File: src/rtl/memory_arbiter.sv
// Serializes datapath instruction fetches and data loads/stores onto one variable-latency RAM.
// Data requests win, each completion yields a one-cycle ihit/dhit with registered load data.
module memory_arbiter #(
  parameter int DATA_W    = 32,
  parameter int RETRY_MAX = 3
) (
  input  logic              CLK,
  input  logic              nRST,
  input  logic              imemREN,
  input  logic [DATA_W-1:0] imemaddr,
  input  logic              dmemREN,
  input  logic              dmemWEN,
  input  logic [DATA_W-1:0] dmemaddr,
  input  logic [DATA_W-1:0] dmemstore,
  output logic              ihit,
  output logic              dhit,
  output logic [DATA_W-1:0] imemload,
  output logic [DATA_W-1:0] dmemload,
  output logic              err,
  output logic              ramREN,
  output logic              ramWEN,
  output logic [DATA_W-1:0] ramaddr,
  output logic [DATA_W-1:0] ramstore,
  input  logic [DATA_W-1:0] ramload,
  input  logic [1:0]        ramstate
);

  typedef enum logic [1:0] {IDLE, DATA, INSTR, DONE} state_t;

  localparam logic [1:0] RAM_ACCESS = 2'b10;
  localparam logic [1:0] RAM_ERROR  = 2'b11;
  localparam int RW = $clog2(RETRY_MAX + 1);
  localparam logic [DATA_W-1:0] ERR_WORD = DATA_W'(32'hBAD1BAD1);

  state_t            r_state, w_nextState;
  logic [DATA_W-1:0] r_addr, w_addr;
  logic [DATA_W-1:0] r_store, w_store;
  logic              r_write, w_write;
  logic              r_gap, w_gap;
  logic [RW-1:0]     r_retry, w_retry;
  logic [RW-1:0]     w_retryInc;
  logic              r_ihit, w_ihit;
  logic              r_dhit, w_dhit;
  logic              r_err, w_err;
  logic [DATA_W-1:0] r_imemload, w_imemload;
  logic [DATA_W-1:0] r_dmemload, w_dmemload;
  logic              w_req;
  logic              w_strobe;
  logic              w_complete;
  logic [DATA_W-1:0] w_word;

  always_ff @(posedge CLK or negedge nRST) begin
    if (!nRST) begin
      r_state    <= IDLE;
      r_addr     <= '0;
      r_store    <= '0;
      r_write    <= 1'b0;
      r_gap      <= 1'b0;
      r_retry    <= '0;
      r_ihit     <= 1'b0;
      r_dhit     <= 1'b0;
      r_err      <= 1'b0;
      r_imemload <= '0;
      r_dmemload <= '0;
    end else begin
      r_state    <= w_nextState;
      r_addr     <= w_addr;
      r_store    <= w_store;
      r_write    <= w_write;
      r_gap      <= w_gap;
      r_retry    <= w_retry;
      r_ihit     <= w_ihit;
      r_dhit     <= w_dhit;
      r_err      <= w_err;
      r_imemload <= w_imemload;
      r_dmemload <= w_dmemload;
    end
  end

  assign w_retryInc = r_retry + RW'(1);
  assign w_req = (r_state == DATA) ? (dmemREN | dmemWEN) : imemREN;

  always_comb begin
    w_nextState = r_state;
    w_addr      = r_addr;
    w_store     = r_store;
    w_write     = r_write;
    w_gap       = 1'b0;
    w_retry     = r_retry;
    w_ihit      = 1'b0;
    w_dhit      = 1'b0;
    w_err       = 1'b0;
    w_imemload  = r_imemload;
    w_dmemload  = r_dmemload;
    w_complete  = 1'b0;
    w_word      = ramload;

    case (r_state)
      IDLE: begin
        if (dmemREN | dmemWEN) begin
          w_addr      = dmemaddr;
          w_store     = dmemstore;
          w_write     = dmemWEN;
          w_nextState = DATA;
        end else if (imemREN) begin
          w_addr      = imemaddr;
          w_write     = 1'b0;
          w_nextState = INSTR;
        end
      end
      DATA, INSTR: begin
        // A dropped request aborts silently; the retry gap cycle ignores the RAM entirely.
        if (!w_req) begin
          w_nextState = IDLE;
          w_retry     = '0;
        end else if (!r_gap) begin
          if (ramstate == RAM_ACCESS) begin
            w_complete = 1'b1;
          end else if (ramstate == RAM_ERROR) begin
            w_retry = w_retryInc;
            if (w_retryInc == RW'(RETRY_MAX)) begin
              w_complete = 1'b1;
              w_word     = ERR_WORD;
              w_err      = 1'b1;
            end else begin
              w_gap = 1'b1;
            end
          end
        end
        if (w_complete) begin
          w_nextState = DONE;
          if (r_state == DATA) begin
            w_dhit = 1'b1;
            if (!r_write) w_dmemload = w_word;
          end else begin
            w_ihit     = 1'b1;
            w_imemload = w_word;
          end
        end
      end
      DONE: begin
        w_nextState = IDLE;
        w_retry     = '0;
      end
      default: w_nextState = IDLE;
    endcase
  end

  assign w_strobe = ((r_state == DATA) || (r_state == INSTR)) && !r_gap;
  assign ramREN   = w_strobe && !r_write;
  assign ramWEN   = w_strobe && r_write && (r_state == DATA);
  assign ramaddr  = w_strobe ? r_addr : '0;
  assign ramstore = ramWEN ? r_store : '0;

  assign ihit     = r_ihit;
  assign dhit     = r_dhit;
  assign err      = r_err;
  assign imemload = r_imemload;
  assign dmemload = r_dmemload;

endmodule
File: config.mk
export PLATFORM = sky130hd
export DESIGN_NAME = memory_arbiter
export DESIGN_NICKNAME = d
export VERILOG_FILES = /design/src/rtl/memory_arbiter.sv
export SDC_FILE = /design/constraint.sdc
export NUM_CORES = 1
export LEC_CHECK = 0
export CAP_MARGIN = 30
export CORE_ASPECT_RATIO = 0.7
export CORE_MARGIN = 2
export CORE_UTILIZATION = 38
export DETAILED_ROUTE_END_ITERATION = 16
export PLACE_DENSITY = 0.75
export SYNTH_ARGS = -nofsm -noshare
export SYNTH_HDL_FRONTEND = slang
export SYNTH_SLANG_ARGS = --single-unit
File: constraint.sdc
create_clock -name CLK -period 2.45 [get_ports CLK]
set_input_delay 0.735 -clock CLK [delete_from_list [all_inputs] [get_ports CLK]]
set_output_delay 0.735 -clock CLK [all_outputs]
set_load 0.03 [all_outputs]
# Word level (Yosys, flattened, before mapping)
# Cells that the tools add are included.
# totals
regBits	137
input_bits	135
wordCells	87
output_inout_bits	133
# classes
n_addsub	1
n_eq_ne	11
n_mux	44
reduce_logical	17
bitwise	3
# ops
cell	count
32-bit two-way mux	9
1-bit two-way mux	25
2-bit two-way mux	8
3-bit inequality test, second input constant	5
2-bit == test, second input constant	5
4-bit AND reduction	2
2-bit one-hot mux with 3 select lines	1
2-bit AND reduction	3
1-bit logical AND	4
2-bit one-hot mux with 2 select lines	1
2-bit nonzero test	2
3-bit AND reduction	1
2-bit by 1-bit adder with 2-bit output, second input constant	1
2-bit by 1-bit == test with 1-bit output, second input constant	1
1-bit logical NOT	2
2-bit logical NOT	1
1-bit inverter	2
2-bit OR reduction	1
1-bit logical OR	1
1-bit bitwise OR	1

# Longest topological paths before layout
# depth
depth_word	10
mapped_depth	8
depth_no_buf	6

# Worst setup path before layout
# Ideal clock, no wire load.
# synth_timing
path_type	reg-to-output
start	register r_state[0]
end	output port ramstore[22]
stages_incl_launch_ff	7
t_arrival_ns	2.102
path_slack_ns	-0.387
path_cell_list	dfrtp_1 inv_1 ha_1 nor2b_1 and3_1 clkbuf_1 and2_1
# synth_between
elab_chain_cells	6
# synth_lines
item	line	text
start: declaration	35	state_t r_state, w_nextState;
start signal: assignment	66	r_state <= w_nextState;
2-bit by 1-bit == test with 1-bit output or 2-bit == test (tied branches)	149, 151	
1-bit logical OR	149	assign w_strobe = ((r_state == DATA) || (r_state == INSTR)) && !r_gap;
1-bit logical AND	149	
1-bit logical AND	151	assign ramWEN = w_strobe && r_write && (r_state == DATA);
1-bit logical AND *	151	
via ramWEN	21	output logic ramWEN,
32-bit two-way mux *	153	assign ramstore = ramWEN ? r_store : '0;
end: declaration	23	output logic [DATA_W-1:0] ramstore,
# Mark *: on every way through the listed nets, which the timed path passes. The rest lies on a longest branch.

# Final worst setup path
# layout_timing
start	register r_state[1]
end	output port ramstore[2]
# layout_between
elab_chain_cells	6
# layout_lines
item	line
2-bit by 1-bit == test with 1-bit output or 2-bit == test (tied branches)	149, 151
1-bit logical OR	149
1-bit logical AND	149
1-bit logical AND	151
1-bit logical AND *	151
32-bit two-way mux *	153
# Every way passes the cells marked *; elsewhere a longest branch is shown, timed or not.

==> impl_metrics.env <==
export IMPL_yosysMostFrequentCell="dfrtp_1"
export IMPL_initial_core_util_pct=38.7
export IMPL_clk_pin_slew_ns=0.07
export IMPL_yosys_top_cells_area="dfrtp_1 57%, mux2i_1 7.2%, and2_1 7.1%"
export IMPL_htreeDepth=4
export IMPL_reg2reg_depth=7
export IMPL_ir_worst_vdd_uv=679
export IMPL_powerDensity_nw_per_um2=1410
export IMPL_fin_crit_sh_pct=111
export IMPL_die_w_um=154
export IMPL_period_needed_ns=2.72
export IMPL_portBuffers=267
export IMPL_yosys_top_cells_count="137 x dfrtp_1, 68 x and2_1, 56 x nand2_1"
export IMPL_drive_gt1_share_pct=30.6
export IMPL_grt_usage_pct=22.1
export IMPL_cts_tree="yes"
export IMPL_drt_vias_per_instance=4.92
export IMPL_grt_max_degree=66
export IMPL_p_int_mw=8.54
export IMPL_fin_nets=945
export IMPL_netlist_top_cell_by_area="dfrtp_1"
export IMPL_cp_data_arrival_time_ns=1.98
export IMPL_cts_buffers=17
export IMPL_finalWorstSetupSlack_ns=-0.266
export IMPL_grt_pass1_wl_mm=28.7
export IMPL_violations="setup timing"
export IMPL_fin_skew_ns=0.0132
export IMPL_vias=5007
export IMPL_worstSetupStartpointType="register"
export IMPL_ys_flop_type="dfrtp_1"
export IMPL_hold_violations=0
export IMPL_yosysTopAreaCellShare_pct=57.3
export IMPL_setup_viol=66
export IMPL_relSlewSlack_pct=67.7
export IMPL_grt_setup_unrepaired="yes"
export IMPL_switchingPower_mw=5.64
export IMPL_first_pass_iters=4
export IMPL_gp_congestion=0.810
export IMPL_syn_num_nets=650
export IMPL_synthArstFlopShare_pct=100
export IMPL_critPathKind="reg2out"
export IMPL_post_route_drc_count=0
export IMPL_avgSynthCellArea_um2=11.7
export IMPL_clockBufferDepth=2
export IMPL_worst_hold_slack_ns=0.251
export IMPL_critPathRequiredTime_ns=1.71
export IMPL_cts_sinks=137
export IMPL_routed_wl_mm=18.2
export IMPL_status="complete, but fails checks"
export IMPL_synth_cell_area_um2=5990
export IMPL_ant_nets=0
export IMPL_drv_cap=0
export IMPL_p_leak_nw=4.45
export IMPL_netlist_instances=510
export IMPL_synth_edff_count=0
export IMPL_diodes=0
export IMPL_dp_hpwl_mm=12.6
export IMPL_hold_buffers=0
export IMPL_coreArea_um2=15500
export IMPL_crit_fanout=8
export IMPL_yosysSeqAreaShare_pct=57.3
export IMPL_fmax_ghz=0.368
export IMPL_combPwrFrac_pct=55.4
export IMPL_io_pins=268
export IMPL_slew_viol_final=0
export IMPL_drt_iter0_drc=221
export IMPL_seq_power_share_pct=28.1
export IMPL_antenna_found_initial=0
export IMPL_ys_seq_elements=137
export IMPL_fin_setup_tns_ns=-13.79
export IMPL_area_growth_pct=68.0
export IMPL_tightest_slew_ns=0.484
export IMPL_min_path_type="in2async"
export IMPL_die_area_um2=16800
export IMPL_globalRouteOverflowTotal=0
export IMPL_clk_latency_ns=0.41
export IMPL_p_sw_share_pct=39.8
export IMPL_cts_root_buf="clkbuf_16"
export IMPL_synth_warning_count=0
export IMPL_fp_dieH_um=109
export IMPL_avgRoutedWirePerCell_um=17.8
export IMPL_rows=38
export IMPL_pwr_share_clk_pct=16.5
export IMPL_first_global_vias=5371
export IMPL_synthDistinctLibCells=38
export IMPL_end_kind="output port"
-- worst max-delay path: stages (launching register included) --
cell and delay, ns:
dfrtp_1 0.37, inv_2 0.07, ha_4 0.27, nor2b_4 0.17, buf_6 0.14, and3_4 0.27, and2_4 0.17, buf_6 0.12
-- per-layer routing --
metal	wire length [um]	track usage, %
met1	7680	27.7
met2	8880	37.3
met3	1390	7.19
met4	205	5.74
met5	0	0
-- state kept, by name, summed over array words and instances (netlist names) --
signal / flops
dmemload: 32
r_store: 32
err: 1
dhit: 1
r_state: 2
r_gap: 1
r_write: 1
ihit: 1
r_retry: 2
r_addr: 32
imemload: 32
-- final timing paths --
path | startpoint | endpoint | slack, ns
hold reg to reg | r_addr[27]$_DFFE_PN0P_ | r_addr[27]$_DFFE_PN0P_ | 0.48
setup reg to reg | r_state[1]$_DFFE_PN0P_ | imemload[24]$_DFFE_PN0P_ | 0.17
max in group asynchronous | nRST | r_state[0]$_DFFE_PN0P_ | 1.51
setup / recovery | r_state[1]$_DFFE_PN0P_ | ramstore[2] | -0.27
min in group CLK | r_addr[27]$_DFFE_PN0P_ | r_addr[27]$_DFFE_PN0P_ | 0.48
hold / removal | nRST | r_store[22]$_DFFE_PN0P_ | 0.25
-- cell families (layout without fill, tap and decap cells) --
logic type / Yosys count / after routing / share of synthesized area (%)
and+or+nand+nor: 147 / 151 / 13.3
muxes: 81 / 81 / 14.3
DFF: 137 / 137 / 57.3
AOI/OAI and AO/OA: 93 / 93 / 10.6
buffers and inverters: 47 / 351 / 3.51
adders and majority gates: 5 / 5 / 1.05
-- repair_timing --
action                                  CTS  global route
pin swaps                                35            15
gates resized for setup                 129            14
gates cloned                              8             0
endpoints found under the setup margin   66            66
buffers inserted                          8             1
-- metrics by stage --
stage / std cells / total power [mW] / cell area, um^2 / utilization (%) / setup WS, ns
2_1_floorplan: 510 / 7.68 / 6030 / - / 0.00131
3_3_place_gp: 972 / 10.2 / 8930 / 57.8 / 0.0300
3_5_place_dp: 972 / 10.4 / 8930 / 57.8 / -0.0322
4_1_cts: 1019 / 14.4 / 10100 / 65.2 / -0.241
5_1_grt: 1018 / 14.9 / 10100 / 65.1 / -0.340
6_report: 1018 / 14.2 / 10100 / 65.1 / -0.266
-- area by class of cell --
| cell class | count | area (um^2) |
|---|---|---|
| fill | 1183 | 5400 |
| sequential | 137 | 3430 |
| timing repair buffer | 303 | 3190 |
| multi-input combinational | 330 | 2590 |
| clock buffer | 18 | 429 |
| tap | 200 | 250 |
| clock inverter | 14 | 110 |
| inverter | 16 | 61.3 |
-- power by group through the flow --
| stage | clock network [mW] | logic (mW) | registers (mW) |
|---|---|---|---|
| 2_1_floorplan | 0 | 2.91 | 4.77 |
| 3_3_place_gp | 0 | 6.36 | 3.87 |
| 3_5_place_dp | 0 | 6.50 | 3.94 |
| 4_1_cts | 2.39 | 8.00 | 3.96 |
| 5_1_grt | 2.50 | 8.30 | 4.10 |
| 6_report | 2.34 | 7.85 | 3.98 |
-- cell usage in the layout, fill, tap and decap left out, drive strengths merged, types with 3 or more instances in the layout --
cell type / count
nand2: 56
and2: 68
mux2i: 43
dfrtp: 137
and3: 6
nor2b: 4
clkinv: 5
o22a: 36
mux2: 38
clkbuf: 18
clkinvlp: 3
o21ai: 48
nor2: 6
ha: 5
inv: 22
buf: 102
clkdlybuf4s50: 200
(Power assumes the default switching activity.)
